File: src/rtl/flappy_game_ctrl.sv
// Flappy Bird game-flow controller: IDLE/RUN/PAUSE/DEAD sequencing, per-frame bird motion, BCD score/best.
// Latency: every output is registered; frame, score and button effects appear one cycle after the causing input.
// Backpressure: none; frame_tick and pipe_passed are single-cycle pulses and are consumed in the cycle they arrive.
module flappy_game_ctrl #(
    parameter int GRAVITY     = 1,
    parameter int JUMP_V      = 8,
    parameter int MAX_FALL    = 10,
    parameter int START_Y     = 240,
    parameter int GROUND_Y    = 440,
    parameter int DEAD_FRAMES = 60
) (
    input  logic        clk,
    input  logic        clr,
    input  logic        frame_tick,
    input  logic        jump_btn,
    input  logic        enable_btn,
    input  logic        collision,
    input  logic        pipe_passed,
    output logic [1:0]  state,
    output logic [9:0]  bird_y,
    output logic        pipe_advance,
    output logic [15:0] score,
    output logic [15:0] best
);

    typedef enum logic [1:0] {
        S_IDLE  = 2'd0,
        S_RUN   = 2'd1,
        S_PAUSE = 2'd2,
        S_DEAD  = 2'd3
    } state_t;

    localparam int DW = $clog2(DEAD_FRAMES + 1);

    localparam logic signed [7:0]  VEL_JUMP  = -signed'(8'(JUMP_V));
    localparam logic signed [7:0]  VEL_GRAV  = signed'(8'(GRAVITY));
    localparam logic signed [7:0]  VEL_MAX   = signed'(8'(MAX_FALL));
    localparam logic signed [10:0] GROUND_11 = signed'(11'(GROUND_Y));
    localparam logic [9:0]         GROUND_10 = 10'(GROUND_Y);
    localparam logic [9:0]         START_10  = 10'(START_Y);
    localparam logic [DW-1:0]      DEAD_MAX  = DW'(DEAD_FRAMES);

    state_t             state_q;
    logic [9:0]         bird_y_q;
    logic signed [7:0]  vel_q;
    logic               pipe_advance_q;
    logic [15:0]        score_q;
    logic [15:0]        best_q;
    logic [DW-1:0]      dead_cnt_q;
    logic               jump_pend_q;
    logic               jump_btn_q;
    logic               enable_btn_q;

    logic               jump_rise;
    logic               enable_rise;
    logic signed [7:0]  vel_grav;
    logic signed [7:0]  vel_d;
    logic signed [10:0] y_sum;
    logic               hit_ceiling;
    logic               hit_ground;
    logic [9:0]         bird_y_d;
    logic [15:0]        score_d;
    logic               run_die;

    // Four-digit BCD increment with per-digit carry; 9999 is sticky.
    function automatic logic [15:0] bcd_inc(input logic [15:0] v);
        logic [15:0] r;
        logic        carry;
        r     = v;
        carry = 1'b1;
        if (v != 16'h9999) begin
            for (int i = 0; i < 4; i++) begin
                if (carry) begin
                    if (r[4*i +: 4] == 4'd9) begin
                        r[4*i +: 4] = 4'd0;
                    end else begin
                        r[4*i +: 4] = r[4*i +: 4] + 4'd1;
                        carry       = 1'b0;
                    end
                end
            end
        end
        return r;
    endfunction

    // Button edges, next-frame motion, clamping and score increment.
    always_comb begin
        jump_rise   = jump_btn & ~jump_btn_q;
        enable_rise = enable_btn & ~enable_btn_q;
        vel_grav    = vel_q + VEL_GRAV;
        vel_d       = vel_grav;
        if (jump_pend_q || jump_rise) begin
            vel_d = VEL_JUMP;
        end else if (vel_grav > VEL_MAX) begin
            vel_d = VEL_MAX;
        end
        // Bird row is zero-extended, velocity sign-extended, so the sum can go negative at the ceiling.
        y_sum       = signed'({1'b0, bird_y_q}) + signed'({{3{vel_d[7]}}, vel_d});
        hit_ceiling = y_sum[10];
        hit_ground  = !hit_ceiling && (y_sum >= GROUND_11);
        bird_y_d    = y_sum[9:0];
        if (hit_ceiling) begin
            bird_y_d = 10'd0;
        end else if (hit_ground) begin
            bird_y_d = GROUND_10;
        end
        score_d = pipe_passed ? bcd_inc(score_q) : score_q;
        run_die = frame_tick && (hit_ground || collision);
    end

    // Game FSM and all registered outputs.
    always_ff @(posedge clk) begin
        if (clr) begin
            state_q        <= S_IDLE;
            bird_y_q       <= START_10;
            vel_q          <= '0;
            pipe_advance_q <= 1'b0;
            score_q        <= '0;
            best_q         <= '0;
            dead_cnt_q     <= '0;
            jump_pend_q    <= 1'b0;
            jump_btn_q     <= 1'b1;
            enable_btn_q   <= 1'b1;
        end else begin
            jump_btn_q     <= jump_btn;
            enable_btn_q   <= enable_btn;
            pipe_advance_q <= 1'b0;
            case (state_q)
                S_IDLE: begin
                    bird_y_q    <= START_10;
                    vel_q       <= '0;
                    jump_pend_q <= 1'b0;
                    if (jump_rise) begin
                        state_q <= S_RUN;
                        score_q <= '0;
                        vel_q   <= VEL_JUMP;
                    end
                end
                S_RUN: begin
                    score_q <= score_d;
                    if (frame_tick) begin
                        vel_q          <= vel_d;
                        bird_y_q       <= bird_y_d;
                        pipe_advance_q <= 1'b1;
                        jump_pend_q    <= 1'b0;
                    end else if (jump_rise) begin
                        jump_pend_q <= 1'b1;
                    end
                    // Death wins over a simultaneous pause request.
                    if (run_die) begin
                        state_q    <= S_DEAD;
                        dead_cnt_q <= '0;
                        best_q     <= (score_d > best_q) ? score_d : best_q;
                    end else if (enable_rise) begin
                        state_q     <= S_PAUSE;
                        jump_pend_q <= 1'b0;
                    end
                end
                S_PAUSE: begin
                    if (enable_rise) begin
                        state_q <= S_RUN;
                    end
                end
                default: begin
                    if (frame_tick && (dead_cnt_q != DEAD_MAX)) begin
                        dead_cnt_q <= dead_cnt_q + 1'b1;
                    end
                    // Early jump edges are simply dropped.
                    if (jump_rise && (dead_cnt_q == DEAD_MAX)) begin
                        state_q  <= S_IDLE;
                        bird_y_q <= START_10;
                        vel_q    <= '0;
                    end
                end
            endcase
        end
    end

    assign state        = state_q;
    assign bird_y       = bird_y_q;
    assign pipe_advance = pipe_advance_q;
    assign score        = score_q;
    assign best         = best_q;

endmodule

File: config.mk
export PLATFORM = sky130hd
export DESIGN_NAME = flappy_game_ctrl
export DESIGN_NICKNAME = d
export VERILOG_FILES = /design/src/rtl/flappy_game_ctrl.sv
export SDC_FILE = /design/constraint.sdc
export NUM_CORES = 1
export LEC_CHECK = 0
export CAP_MARGIN = 25
export CORE_UTILIZATION = 44
export CTS_CLUSTER_DIAMETER = 150
export DETAILED_ROUTE_END_ITERATION = 10
export GPL_TIMING_DRIVEN = 0
export PLACE_DENSITY = 0.68
export SETUP_SLACK_MARGIN = 0.15
export SLEW_MARGIN = 20
export SYNTH_ARGS = -nofsm -noshare
export SYNTH_HDL_FRONTEND = slang
export SYNTH_SLANG_ARGS = --single-unit
File: constraint.sdc
create_clock -name clk -period 4.55 [get_ports clk]
set_input_delay 1.365 -clock clk [delete_from_list [all_inputs] [get_ports clk]]
set_output_delay 1.365 -clock clk [all_outputs]
set_load 0.03 [all_outputs]
# Word level (Yosys, flattened, before mapping)
# Cells that the tools add are included.
# totals
regBits	62
latch_bits	0
ram_bits	0
romBits	0
inputBits	7
out_inout_bits	45
elab_cells	105
mem_count	0
# classes
n_addsub	7
multipliers	0
div	0
n_lt_le_gt_ge	3
n_eq_ne	14
shift	0
mux	45
bitwise	7
n_reduce_logical	19
# ops
operator	count
two-way mux 16 bit	3
two-way mux 10 bit	4
two-way mux 8 bit	5
case mux 16 bit (2 select lines)	1
case mux 10 bit (3 select lines)	1
two-way mux 4 bit	7
case mux 8 bit (3 select lines)	1
adder 4 x 1 -> 4 bit, second input constant	4
equality test 4 bit, second input constant	4
> comparator 16 bit	1
!= test 16 bit, second input constant	1
two-way mux 1 bit	13
two-way mux 6 bit	2
case mux 6 bit (2 select lines)	1
adder 11 x 8 -> 11 bit	1
>= comparator 11 x 10 -> 1 bit, second input constant	1
two-way mux 2 bit	5
AND reduction 3 bit	3
adder 8 x 2 -> 8 bit, second input constant	1
> comparator 8 x 5 -> 1 bit, second input constant	1
!= test 2 bit, second input constant	4
adder 6 x 1 -> 6 bit, second input constant	1
equality test 6 bit, second input constant	1
!= test 6 bit, second input constant	1
other kinds (17)	28

# Longest topological paths before layout
# Gate-level depths: netlist (run 1).
# logic_depth
word_depth	12
mapped_depth	18
ltp_nobuf	17

# Worst setup path after synthesis (run 1)
# No wires, ideal clock.
# synth_path
path_type	input port to flip-flop
start	input port jump_btn
end	register state_q[0] (netlist: state[0])
setup_ns	0.129
arrival_time_ns	4.252
required_ns	4.421
slack_ns	0.169
path_stages	14
path_buffers	0
path_cell_list	nor2b_1 -> nor2_1 -> o211ai_1 -> nor2_1 -> ha_1 -> fa_1 -> a21oi_1 -> o211ai_2 -> a31oi_1 -> xor2_1 -> o311ai_0 -> nand3_1 -> or3_1 -> nor3b_1
# synth_via
elab_chain_cells	10
elab_cells_between_ends	16
cone_classes	add/sub: 1; order compare: 1; eq/ne: 2; mux: 3; bitwise: 1; reduce/logical: 8
# synth_rtl
item	line	rtl
start: declaration	15	input logic jump_btn,
AND 1 bit (*)	88	jump_rise = jump_btn & ~jump_btn_q;
logical OR 1 bit	92	if (jump_pend_q || jump_rise) begin
two-way mux 8 bit	92	
adder 11 x 8 -> 11 bit	98	y_sum = signed'({1'b0, bird_y_q}) + signed'({{3{vel_d[7]}}, vel_d});
>= comparator 11 x 10 -> 1 bit or zero test 1 bit (tied branches)	100	hit_ground = !hit_ceiling && (y_sum >= GROUND_11);
logical AND 1 bit	100	
logical OR 1 bit	108	run_die = frame_tick && (hit_ground || collision);
logical AND 1 bit	108	
!= test 3 bit (no source line) or two-way mux 2 bit (tied branches)	n/a	
AND reduction 4 bit (no source line) or case mux 2 bit (3 select lines) (tied branches)	n/a	
end signal: assignment	114	state_q <= S_IDLE;
end signal: assignment	134	state_q <= S_RUN;
end signal: assignment	151	state_q <= S_DEAD;
end: declaration	43	state_t state_q;
# Mark *: on every way between the ends. The rest lies on a longest branch, timed or not.
# A chain may end at the register's enable or synchronous reset.

# Final worst setup path (run 1)
# layout_path
start	register vel_q[0]
end	register state_q[0] (netlist: state[0])
# layout_via
elab_chain_cells	11
elab_cells_between_ends	14
cone_classes	add/sub: 2; order compare: 2; eq/ne: 1; mux: 4; reduce/logical: 5
# layout_rtl
item	line	rtl
start: declaration	45	logic signed [7:0] vel_q;
start signal: assignment	142	vel_q <= vel_d;
adder 8 x 2 -> 8 bit (*)	90	vel_grav = vel_q + VEL_GRAV;
> comparator 8 x 5 -> 1 bit	94	end else if (vel_grav > VEL_MAX) begin
two-way mux 8 bit (*)	94	
two-way mux 8 bit (*)	92	
adder 11 x 8 -> 11 bit (*)	98	
>= comparator 11 x 10 -> 1 bit or zero test 1 bit (tied branches)	100	
logical AND 1 bit (*)	100	
logical OR 1 bit (*)	108	
logical AND 1 bit (*)	108	
!= test 3 bit (no source line) or two-way mux 2 bit (tied branches)	n/a	
AND reduction 4 bit (no source line) or case mux 2 bit (3 select lines) (tied branches)	n/a	
# Marks and branches as above.

==> results of run 1 <==
what timing repair did:
action                                 in CTS  in global routing
buffers inserted                            7                  9
endpoints found under the hold margin       0                  0
hold buffers                                0                  0
setup endpoints to repair                  33                 31
pin swaps                                  11                 23
resized for setup                          29                 31
path summary, 6_finish.rpt:
path	endpoint	slack (ns)	cells after the start
setup reg to reg	state[0]$_SDFFE_PP0P_	0.33	18
hold / removal	bird_y[3]$_SDFFE_PP0P_	0.49	2
setup / recovery	state[0]$_SDFFE_PP0P_	0.33	18
hold reg to reg	bird_y[3]$_SDFFE_PP0P_	0.49	2
cell families after synthesis:
| kind of cell | synth area share |
|---|---|
| flip-flops | 0.303 |
| buffers and inverters | 0.0492 |
| multiplexers | 0.00550 |
| AO/OA/AOI/OAI | 0.232 |
| XOR/XNOR | 0.0449 |
| adder cells (fa/ha/maj) | 0.0997 |
| AND/OR/NAND/NOR | 0.266 |
flip-flops by register name, indices dropped and copies added (netlist names):
register      count
best             16
bird_y           10
dead_cnt_q        6
enable_btn_q      1
jump_btn_q        1
jump_pend_q       1
pipe_advance      1
score            16
state             2
vel_q             8
layout make-up:
type / instances / area [um2] / share of cell area
Timing Repair Buffer: 66 / 626 / 0.118
Multi-Input combinational cell: 412 / 2890 / 0.544
Tap cell: 108 / 135 / 0.0255
Inverter: 25 / 93.8 / 0.0177
Clock inverter: 3 / 43.8 / 0.00825
Sequential cell: 62 / 1240 / 0.234
Buffer: 24 / 123 / 0.0231
Clock buffer: 12 / 155 / 0.0292
synthesized netlist by cell type (4+ instances only):
cell type and count:
sky130_fd_sc_hd__nor2_1 54, sky130_fd_sc_hd__dfxtp_1 62, sky130_fd_sc_hd__inv_1 25, sky130_fd_sc_hd__xnor2_1 7, sky130_fd_sc_hd__nor2b_1 10, sky130_fd_sc_hd__o21ai_0 20, sky130_fd_sc_hd__nand4_1 8, sky130_fd_sc_hd__clkbuf_1 19
sky130_fd_sc_hd__a21o_1 7, sky130_fd_sc_hd__ha_1 31, sky130_fd_sc_hd__o31ai_1 4, sky130_fd_sc_hd__a21oi_1 46, sky130_fd_sc_hd__xor2_1 14, sky130_fd_sc_hd__nand3_1 21, sky130_fd_sc_hd__o21a_1 8, sky130_fd_sc_hd__and2_1 5
sky130_fd_sc_hd__nor3b_1 5, sky130_fd_sc_hd__or2_2 5, sky130_fd_sc_hd__nand2_1 39, sky130_fd_sc_hd__nor3_1 45, sky130_fd_sc_hd__nand2b_1 5, sky130_fd_sc_hd__a22oi_1 19
tightest hold or removal path, cell delays in order, from the launching register on:
cell	delay, ns
sky130_fd_sc_hd__dfxtp_1	0.34
sky130_fd_sc_hd__nand2_1	0.06
sky130_fd_sc_hd__a21oi_1	0.05
per-layer routing:
metal,vias up,track usage,wire [um]
met5,-,0,0
met2,128,0.385,5400
met3,15,0.0433,604
met1,1997,0.341,5560
met4,0,0.0861,167
li1,2049,-,-
layout by cell type, fill, tap and decap left out, drive strengths merged, types with 10 or more instances in the layout:
| master | count |
|---|---|
| nor2b | 10 |
| o21ai | 22 |
| nor2 | 54 |
| ha | 31 |
| nand2 | 39 |
| nor3 | 45 |
| nand3 | 24 |
| buf | 21 |
| clkbuf | 31 |
| xor2 | 14 |
| a21oi | 47 |
| clkdlybuf4s50 | 48 |
| dfxtp | 62 |
| a22oi | 19 |
| inv | 25 |
report_power, final:
| group | switching (mW) | internal [mW] |
|---|---|---|
| logic | 0.372 | 0.221 |
| clock network | 0.231 | 0.280 |
| registers | 0.0192 | 0.563 |
| total | 0.622 | 1.06 |
==> implementation parameters, run 1 <==
Parameter                              Value

Run status
  Outcome ... finished clean

Synthesis
  Synth top area share ... 0.303
  Sequential fraction of the synthesis area ... 0.303
  Post-synthesis cell type with the largest combined area ... sky130_fd_sc_hd__dfxtp_1
  Async S/R FF share, synth ... 0
  Synthesis Warnings ... 0
  Distinct cell type count after synthesis ... 64
  Flops & latches, synth ... 62
  Flip-flop cell with the highest count after synthesis ... sky130_fd_sc_hd__dfxtp_1
  Cells after synthesis ... 523
  Number of enable flip-flop cells after synthesis ... 0
  Synthesized netlist net count ... 562
  Leading cell types by total area after synthesis ... sky130_fd_sc_hd__dfxtp_1 (30%), sky130_fd_sc_hd__ha_1 (9.5%), sky130_fd_sc_hd__a21oi_1 (5.6%)
  Post-synthesis instance area ... 4090 um2
  Per-instance average area after synthesis ... 7.83 um2

Worst setup path
  Kind of cell with the highest combined delay on the critical path ... simple AND/OR/NAND/NOR gates
  First element of the critical path ... vel_q[0]$_SDFFE_PP0P_
  Cell with the most instances on the worst path ... sky130_fd_sc_hd__or3_1
  Source of the worst register-to-register timing path ... vel_q[0]$_SDFFE_PP0P_
  Worst stage delay on the critical path ... 0.43 ns
  Startpoint-to-endpoint class of the critical path ... flip-flop to flip-flop
  Critical path arrival ... 4.42 ns
  Worst endpoint required time ... 4.76 ns
  CP endpoint kind ... flip-flop
  Slowest CP cell ... sky130_fd_sc_hd__dfxtp_2
  Maximum fanout encountered on the critical timing path ... 8
  Startpoint class of the critical path ... flip-flop
  Buffer and inverter count on the worst path ... 1
  Crit-path cells ... ha_4, nand2_1, or3_1, o311ai_1, o31ai_1, buf_4, o211ai_1, nor2_1, ha_2, fa_2, a21oi_2, o211ai_2, a31oi_2, xor2_2, o311ai_4, and3_4, or3_1, nor3b_1

STA
  PnR worst setup slack ... 0.333 ns
  Final clock period utilization by the worst path ... 0.927
  Fmax ... 0.237 GHz
  Final setup violating endpoints ... 0
  RSZ-0062 raised after global routing ... no
  Hold violation total from the final report ... 0
  Slew @ Worst Pin ... 0.683 ns
  Post-Route Setup TNS ... 0 ns
  Worst max-slew margin expressed relative to the limit ... 0.543
  Minimum hold slack ... 0.489 ns
  Largest clock skew in the final design ... 0.0127 ns
  Min cycle time layout ... 4.22 ns
  Count of final max-slew check failures ... 0

Floorplan
  Number of rows created at floorplan ... 34
  I/O pins ... 52
  Floorplan Core Area ... 8850 um2
  Initial core utilization ... 0.463
  Area of the die ... 9690 um2
  Chip height ... 98.4 um
  Die Wd ... 98.4 um

Final layout
  Final Cell Area ... 5310 um2
  Share of final-layout standard cells stronger than drive strength 1 ... 0.159
  Number of fill cells ... 807
  Layout Nets ... 639
  Final core occ ... 0.600
  ANT cells ... 0
  Non-Filler Instances ... 712
  Synthesis-to-layout area growth ... 29.7%

CTS
  Library cell used as clock root buffer ... sky130_fd_sc_hd__clkbuf_8
  Htree depth ... 3
  Skew-Pair Late Insertion Delay ... 0.35 ns
  Total CTS buffers ... 9
  Clock transition at path regs ... 0.07 ns
  Number of clock sinks ... 62
  Maximum count of clock buffers along a single path ... 2
  Clock tree from TritonCTS ... done

Worst hold path
  Type of the most critical hold path ... flip-flop to flip-flop
  Start point of the worst min-delay path ... bird_y[3]$_SDFFE_PP0P_

GRT
  Pin count of the biggest net entering global routing ... 11
  Antenna violations before repair ... 0
  Total global routing overflow ... 0
  Vias in the first global route ... 3,782
  Overall Global Routing Usage ... 0.246
  First-pass GRT wire length ... 18,800 um

Drt
  Number of DRC markers in iteration 0 ... 230
  Routed vias ... 4,189
  WL final ... 11,700 um
  DRT Pass-1 Iters ... 7
  Post-detailed-route via-to-cell ratio ... 5.88
  Number of antenna-violating nets in the routed design ... 0
  DRC viols ... 0
  Per-cell routed wire length ... 16.5 um

Power
  Standby leakage power ... 2.01 nW
  Power per cell area ... 318 nW/um2
  Peak supply drop ... 0.000170 V
  Tot Pwr ... 1.69 mW

Placement
  Port-buffer cells ... 50
  Setup slack at placement ... -0.893 ns
  Placer's final routability congestion estimate ... 0.940
  Area after detailed placement ... 4730 um2
  DPL Wire Length ... 8230 um
  Number of placed instances, taps included ... 681

Run
  Max Cap Violations ... 0
(Power assumes the default switching activity.)
==> run 2: changes to the inputs <==
--- a/config.mk
+++ b/config.mk
@@ -5,12 +5,11 @@
 export SDC_FILE = /design/constraint.sdc
 export NUM_CORES = 1
 export LEC_CHECK = 0
-export CAP_MARGIN = 25
-export CORE_UTILIZATION = 44
+export CORE_UTILIZATION = 51
 export CTS_CLUSTER_DIAMETER = 150
 export DETAILED_ROUTE_END_ITERATION = 10
 export GPL_TIMING_DRIVEN = 0
-export PLACE_DENSITY = 0.68
+export PLACE_DENSITY = 0.84
 export SETUP_SLACK_MARGIN = 0.15
 export SLEW_MARGIN = 20
 export SYNTH_ARGS = -nofsm -noshare
==> run 2 against run 1 <==
Setup slack worse by 0.056 ns. Register-to-register slack got worse by 0.04 ns. Count of clock-buffer cells in the layout down 2. Hold slack better by 0.012 ns. Fmax fell by 1.3%. Flip-flop and latch count did not move. Die area decreased by 13%. Sequential power barely moved. Clock skew fell by 0.0047 ns. Critical path depth is 3 lower. Final cell count shrank 0.84%. Critical endpoint unchanged. Largest cell class unchanged.
==> implementation parameters, run 2 (same netlist as run 1, synthesis figures left out) <==
Parameter                              Value

Drt
  WL final ... 11,800 um
  DRT Pass-1 Iters ... 5
  Per-cell routed wire length ... 16.7 um
  Routed vias ... 4,298
  Number of DRC markers in iteration 0 ... 302
  Number of antenna-violating nets in the routed design ... 0
  DRC viols ... 0
  Post-detailed-route via-to-cell ratio ... 6.09

STA
  Worst max-slew margin expressed relative to the limit ... 0.561
  Hold violation total from the final report ... 0
  Final clock period utilization by the worst path ... 0.939
  Largest clock skew in the final design ... 0.00800 ns
  Min cycle time layout ... 4.27 ns
  Count of final max-slew check failures ... 0
  Fmax ... 0.234 GHz
  Slew @ Worst Pin ... 0.656 ns
  RSZ-0062 raised after global routing ... no
  Minimum hold slack ... 0.501 ns
  Post-Route Setup TNS ... 0 ns
  Final setup violating endpoints ... 0

Power
  Relative contribution of sequential cells to total power ... 0.367
  Sw power ... 0.616 mW
  Power per cell area ... 300 nW/um2
  Gate power share ... 0.374
  Clock share of power ... 0.259
  Peak supply drop ... 0.000230 V
  Int Power ... 0.974 mW
  Proportion of total power due to net switching ... 0.388
  Tot Pwr ... 1.59 mW
  Standby leakage power ... 1.99 nW

GRT
  Antenna violations before repair ... 0
  First-pass GRT wire length ... 17,900 um
  Total global routing overflow ... 0
  Overall Global Routing Usage ... 0.269
  Pin count of the biggest net entering global routing ... 11
  Vias in the first global route ... 3,715

CTS
  Clock transition at path regs ... 0.07 ns
  Skew-Pair Late Insertion Delay ... 0.35 ns
  Total CTS buffers ... 9
  Library cell used as clock root buffer ... sky130_fd_sc_hd__clkbuf_8
  Htree depth ... 3
  Clock tree from TritonCTS ... done
  Number of clock sinks ... 62
  Maximum count of clock buffers along a single path ... 2

Worst setup path
  Crit-path cells ... dlymetal6s2s_1, nor2b_4, nor2_4, o211ai_1, buf_4, o21ba_2, ha_4, nand3_1, nor2_1, or4_4, a41oi_4, o311ai_4, and3_4, or3_1, nor3b_1
  Maximum fanout encountered on the critical timing path ... 6
  Startpoint class of the critical path ... input pin
  Worst stage delay on the critical path ... 0.45 ns
  Startpoint-to-endpoint class of the critical path ... input pin to flip-flop
  CP endpoint kind ... flip-flop
  Worst-case register-to-register setup slack ... 0.29 ns
  Critical path arrival ... 4.49 ns
  Worst endpoint required time ... 4.77 ns
  Slowest CP cell ... sky130_fd_sc_hd__or4_4
  Kind of cell with the highest combined delay on the critical path ... simple AND/OR/NAND/NOR gates
  Buffer and inverter count on the worst path ... 2

Placement
  Placer's final routability congestion estimate ... 0.906
  DPL Wire Length ... 8080 um
  Port-buffer cells ... 50

Final layout
  Layout Nets ... 639
  Share of final-layout standard cells stronger than drive strength 1 ... 0.169
  ANT cells ... 0
  Number of fill cells ... 585
  Final core occ ... 0.685
  Most used cells in the layout excluding fill and tap cells ... sky130_fd_sc_hd__dfxtp_1 (60), sky130_fd_sc_hd__nor2_1 (52), sky130_fd_sc_hd__clkdlybuf4s50_1 (48), sky130_fd_sc_hd__nor3_1 (42), sky130_fd_sc_hd__a21oi_1 (41)
  Synthesis-to-layout area growth ... 29.3%
  Commonest non-fill, non-tap cell in the layout ... sky130_fd_sc_hd__dfxtp_1

Floorplan
  Floorplan Core Area ... 7730 um2
  Initial core utilization ... 0.530
  Number of rows created at floorplan ... 32
  I/O pins ... 52
  Chip height ... 91.6 um
  Die Wd ... 91.6 um
  Area of the die ... 8390 um2

Run
  Max Cap Violations ... 0

Worst hold path
  Type of the most critical hold path ... flip-flop to flip-flop

Run status
  Outcome ... finished clean
-- run 2: changes by cell type in the layout (fill, tap and decap cells not counted), moves of 2 or more --
cell | before | now
sky130_fd_sc_hd__o21ai_2 | 1 | 3
sky130_fd_sc_hd__nor3_2 | 1 | 3
sky130_fd_sc_hd__ha_2 | 3 | 1
sky130_fd_sc_hd__clkinv_2 | 1 | 4
sky130_fd_sc_hd__nor3_1 | 44 | 42
sky130_fd_sc_hd__clkbuf_8 | 12 | 9
sky130_fd_sc_hd__o21ai_1 | 3 | 1
-- run 2: stage by stage --
stage | instance area, um2 | setup slack, ns | std cells
after floorplan | 4090 | 0.169 | 523
after global placement | 4720 | -0.834 | 675
after detailed placement | 4720 | -0.989 | 675
after CTS | 5080 | 0.165 | 698
after global routing | 5290 | 0.105 | 706
final | 5290 | 0.277 | 706
-- run 2: final cells by class --
class / instances / area (um2) / area share
multi-input cells: 412 / 2930 / 0.553
flip-flops and latches: 62 / 1240 / 0.235
repair buffers: 66 / 626 / 0.118
clock buffers: 10 / 128 / 0.0241
well taps: 102 / 128 / 0.0241
plain buffers: 24 / 120 / 0.0227
inverters: 25 / 93.8 / 0.0177
clock inverters: 5 / 27.5 / 0.00520
-- run 2: repair_timing --
| item | in CTS | in global routing |
|---|---|---|
| pin swaps | 10 | 16 |
| gates resized for setup | 33 | 35 |
| hold buffers | 0 | 0 |
| endpoints found under the setup margin | 33 | 33 |
| setup buffers | 8 | 8 |
| gates cloned | 0 | 0 |
-- run 2: power groups by stage --
stage	Clock, mW	Sequential [mW]	Combinational [mW]
CTS	0.413	0.582	0.517
global placement	0	0.593	0.461
floorplan	0	0.623	0.303
global route	0.442	0.585	0.634
detailed placement	0	0.594	0.471
finish	0.412	0.583	0.594
-- run 2: metal layers --
metal | part of all wire | vias up | track usage
met5 | 0 | - | 0
met2 | 0.47 | 184 | 0.430
met4 | 0.014 | 0 | 0.101
li1 | - | 2044 | -
met1 | 0.44 | 2050 | 0.363
met3 | 0.074 | 20 | 0.0444
-- run 2: worst paths after layout --
check / startpoint / endpoint / cells after the start
hold / removal: bird_y[9]$_SDFFE_PP0P_ / bird_y[9]$_SDFFE_PP0P_ / 1
hold reg to reg: bird_y[9]$_SDFFE_PP0P_ / bird_y[9]$_SDFFE_PP0P_ / 1
setup reg to reg: vel_q[0]$_SDFFE_PP0P_ / state[0]$_SDFFE_PP0P_ / 16
setup / recovery: jump_btn / state[0]$_SDFFE_PP0P_ / 15
-- run 2: worst register-to-register path, cell delays in order, from the launching register on --
cell and delay [ns]:
sky130_fd_sc_hd__dfxtp_2 0.43, sky130_fd_sc_hd__ha_4 0.20, sky130_fd_sc_hd__nand2_1 0.07, sky130_fd_sc_hd__o21ai_1 0.19
sky130_fd_sc_hd__o311ai_2 0.17, sky130_fd_sc_hd__o31ai_2 0.42, sky130_fd_sc_hd__buf_4 0.18, sky130_fd_sc_hd__o2111ai_1 0.20
sky130_fd_sc_hd__ha_4 0.33, sky130_fd_sc_hd__a21oi_2 0.16, sky130_fd_sc_hd__nor2b_1 0.10, sky130_fd_sc_hd__or4_4 0.51
sky130_fd_sc_hd__a41oi_4 0.32, sky130_fd_sc_hd__o311ai_4 0.14, sky130_fd_sc_hd__and3_4 0.23, sky130_fd_sc_hd__or3_1 0.35
sky130_fd_sc_hd__nor3b_1 0.14
==> run 3: changes to the inputs <==
--- a/config.mk
+++ b/config.mk
@@ -5,12 +5,14 @@
 export SDC_FILE = /design/constraint.sdc
 export NUM_CORES = 1
 export LEC_CHECK = 0
+export CORE_ASPECT_RATIO = 0.5
 export CORE_UTILIZATION = 51
 export CTS_CLUSTER_DIAMETER = 150
 export DETAILED_ROUTE_END_ITERATION = 10
+export GPL_ROUTABILITY_DRIVEN = 0
 export GPL_TIMING_DRIVEN = 0
 export PLACE_DENSITY = 0.84
-export SETUP_SLACK_MARGIN = 0.15
+export SETUP_SLACK_MARGIN = 0.3
 export SLEW_MARGIN = 20
 export SYNTH_ARGS = -nofsm -noshare
 export SYNTH_HDL_FRONTEND = slang
==> run 3 against run 2 <==
First-iteration DRC count grew 10%. Clock skew is 0.0013 ns lower. Critical endpoint unchanged. Largest power group is now the clock network. Hold slack got worse by 0.010 ns. Cell area grew 6.5%. Setup slack improved by 0.079 ns. Wire length increased by 3.2%. Combinational power rose by 6.2%. Count of clock-buffer cells in the layout up 1. Critical path type unchanged. Global-route usage grew 0.98 points. Clock power increased by 63%.
==> implementation parameters, run 3 (same netlist as run 1, synthesis figures left out) <==
Parameter                              Value

Power
  Standby leakage power ... 2.10 nW
  Sw power ... 0.655 mW
  Proportion of total power due to net switching ... 0.347
  Clock share of power ... 0.357
  Gate power share ... 0.335
  Peak supply drop ... 0.000236 V
  Int Power ... 1.23 mW
  Power per cell area ... 334 nW/um2
  Relative contribution of sequential cells to total power ... 0.308
  Tot Pwr ... 1.89 mW

Drt
  Number of antenna-violating nets in the routed design ... 0
  Uppermost routed layer ... met4
  Number of DRC markers in iteration 0 ... 333
  WL final ... 12,200 um
  DRC viols ... 0
  DRT Pass-1 Iters ... 5
  Post-detailed-route via-to-cell ratio ... 6.04
  Metal3 WL ... 884 um
  Sum of routed wire segments on met1 ... 5130 um
  Routed vias ... 4,345
  Per-cell routed wire length ... 16.9 um
  WL met2 ... 5820 um

GRT
  Pin count of the biggest net entering global routing ... 11
  Overall Global Routing Usage ... 0.279
  Antenna violations before repair ... 0
  First-pass GRT wire length ... 18,200 um
  Vias in the first global route ... 3,760
  Total global routing overflow ... 0

Run status
  Outcome ... finished clean

Placement
  Port-buffer cells ... 50
  Number of placed instances, taps included ... 681
  Area after detailed placement ... 4730 um2
  Setup slack at placement ... -0.769 ns
  DPL Wire Length ... 7790 um

Final layout
  Final Cell Area ... 5640 um2
  Number of fill cells ... 549
  Layout Nets ... 646
  Share of final-layout standard cells stronger than drive strength 1 ... 0.208
  Commonest non-fill, non-tap cell in the layout ... sky130_fd_sc_hd__dfxtp_1
  Footprint of the multi-input gates ... 3030 um2
  Final core occ ... 0.748
  Non-Filler Instances ... 719
  Storage element area ... 1250 um2
  Most used cells in the layout excluding fill and tap cells ... sky130_fd_sc_hd__dfxtp_1 (58), sky130_fd_sc_hd__nor2_1 (51), sky130_fd_sc_hd__clkdlybuf4s50_1 (48), sky130_fd_sc_hd__a21oi_1 (41), sky130_fd_sc_hd__nand2_1 (39)
  Synthesis-to-layout area growth ... 37.8%
  ANT cells ... 0

CTS
  Number of clock sinks ... 62
  Number of buffers inserted for hold repair after clock tree synthesis ... 0
  Skew-Pair Late Insertion Delay ... 0.34 ns
  Total CTS buffers ... 9
  Maximum count of clock buffers along a single path ... 2
  Library cell used as clock root buffer ... sky130_fd_sc_hd__clkbuf_16
  Clock tree from TritonCTS ... done
  Clock transition at path regs ... 0.05 ns
  Htree depth ... 3

Worst setup path
  Worst-case register-to-register setup slack ... 0.38 ns
  Critical path arrival ... 4.39 ns
  Worst endpoint required time ... 4.75 ns
  Startpoint-to-endpoint class of the critical path ... input pin to flip-flop
  First element of the critical path ... jump_btn
  Source of the worst register-to-register timing path ... vel_q[1]$_SDFFE_PP0P_
  Cell count of the worst reg-to-reg path ... 17
  Reg-to-Reg End ... state[0]$_SDFFE_PP0P_
  Startpoint class of the critical path ... input pin
  Maximum fanout encountered on the critical timing path ... 4
  CP endpoint kind ... flip-flop

STA
  Slew @ Worst Pin ... 0.748 ns
  Fmax ... 0.238 GHz
  Final clock period utilization by the worst path ... 0.922
  Post-Route Setup TNS ... 0 ns
  PnR worst setup slack ... 0.357 ns
  RSZ-0062 raised after global routing ... yes
  Final setup violating endpoints ... 0
  Count of final max-slew check failures ... 0
  Largest clock skew in the final design ... 0.00668 ns
  Minimum hold slack ... 0.491 ns
  Hold violation total from the final report ... 0
  Worst max-slew margin expressed relative to the limit ... 0.495
  Min cycle time layout ... 4.19 ns

Worst hold path
  Terminating pin of the worst hold path ... bird_y[3]$_SDFFE_PP0P_
  Type of the most critical hold path ... flip-flop to flip-flop
  Hold Path Stages ... 2
  Start point of the worst min-delay path ... bird_y[3]$_SDFFE_PP0P_

Run
  Max Cap Violations ... 0

Floorplan
  Chip height ... 65.3 um
  I/O pins ... 52
  Number of rows created at floorplan ... 22
  Area of the die ... 8410 um2
  Die Wd ... 129 um
  Floorplan Core Area ... 7540 um2
  Initial core utilization ... 0.543
## run 3: cell count changes in the layout (fill, tap and decap cells not counted), sizes merged
cell	change
buf	+5
clkbuf	+4
clkinv	-2
dlymetal6s2s	-2
bufinv	+1
dlygate4sd2	+1
## run 3: critical path, stage by stage
cell and delay [ns]:
sky130_fd_sc_hd__clkbuf_2 0.09, sky130_fd_sc_hd__nor2b_4 0.13, sky130_fd_sc_hd__nor2_4 0.16, sky130_fd_sc_hd__buf_4 0.15, sky130_fd_sc_hd__buf_4 0.11, sky130_fd_sc_hd__o21ai_0 0.19, sky130_fd_sc_hd__ha_2 0.46, sky130_fd_sc_hd__o21ai_0 0.11
sky130_fd_sc_hd__o21bai_1 0.20, sky130_fd_sc_hd__nor2_2 0.10, sky130_fd_sc_hd__buf_4 0.15, sky130_fd_sc_hd__a211oi_4 0.29, sky130_fd_sc_hd__o311ai_2 0.17, sky130_fd_sc_hd__and3_4 0.21, sky130_fd_sc_hd__or3_1 0.35, sky130_fd_sc_hd__nor3b_2 0.16
## run 3: repair_timing
action | in CTS | in global routing
endpoints found under the setup margin | 33 | 31
gates resized for setup | 44 | 58
pin swaps | 23 | 21
buffers inserted | 15 | 7
gates cloned | 0 | 1
## run 3: layout make-up
| cell class | count | share of cell area |
|---|---|---|
| Inverter | 25 | 0.0166 |
| Multi-Input combinational cell | 412 | 0.537 |
| Tap cell | 108 | 0.0240 |
| Clock inverter | 4 | 0.00843 |
| Buffer | 24 | 0.0264 |
| Sequential cell | 62 | 0.222 |
| Clock buffer | 11 | 0.0430 |
| Timing Repair Buffer | 73 | 0.122 |
## run 3: how the worst max path moves through the flow
stage	endpoint	depth (start not counted)	slack, ns
floorplan	state[0]$_SDFFE_PP0P_	13	0.31
global placement	best[14]$_SDFFE_PP0P_	14	-0.69
detailed placement	best[13]$_SDFFE_PP0P_	14	-0.77
CTS	state[0]$_SDFFE_PP0P_	16	0.30
global route	state[0]$_SDFFE_PP0P_	17	0.17
finish	state[0]$_SDFFE_PP0P_	16	0.36
## run 3: power by group through the flow
| stage | registers [mW] | clock network, mW | logic (mW) |
|---|---|---|---|
| 6_report | 0.581 | 0.673 | 0.631 |
| 5_1_grt | 0.583 | 0.711 | 0.674 |
| 4_1_cts | 0.582 | 0.678 | 0.550 |
| 3_5_place_dp | 0.593 | 0 | 0.472 |
| 3_3_place_gp | 0.592 | 0 | 0.465 |
| 2_1_floorplan | 0.623 | 0 | 0.304 |
## run 3: metal layers
layer / vias up / global-route usage
met5: - / 0
met4: 0 / 0.113
met3: 32 / 0.0651
met2: 182 / 0.465
met1: 2066 / 0.351
li1: 2065 / -
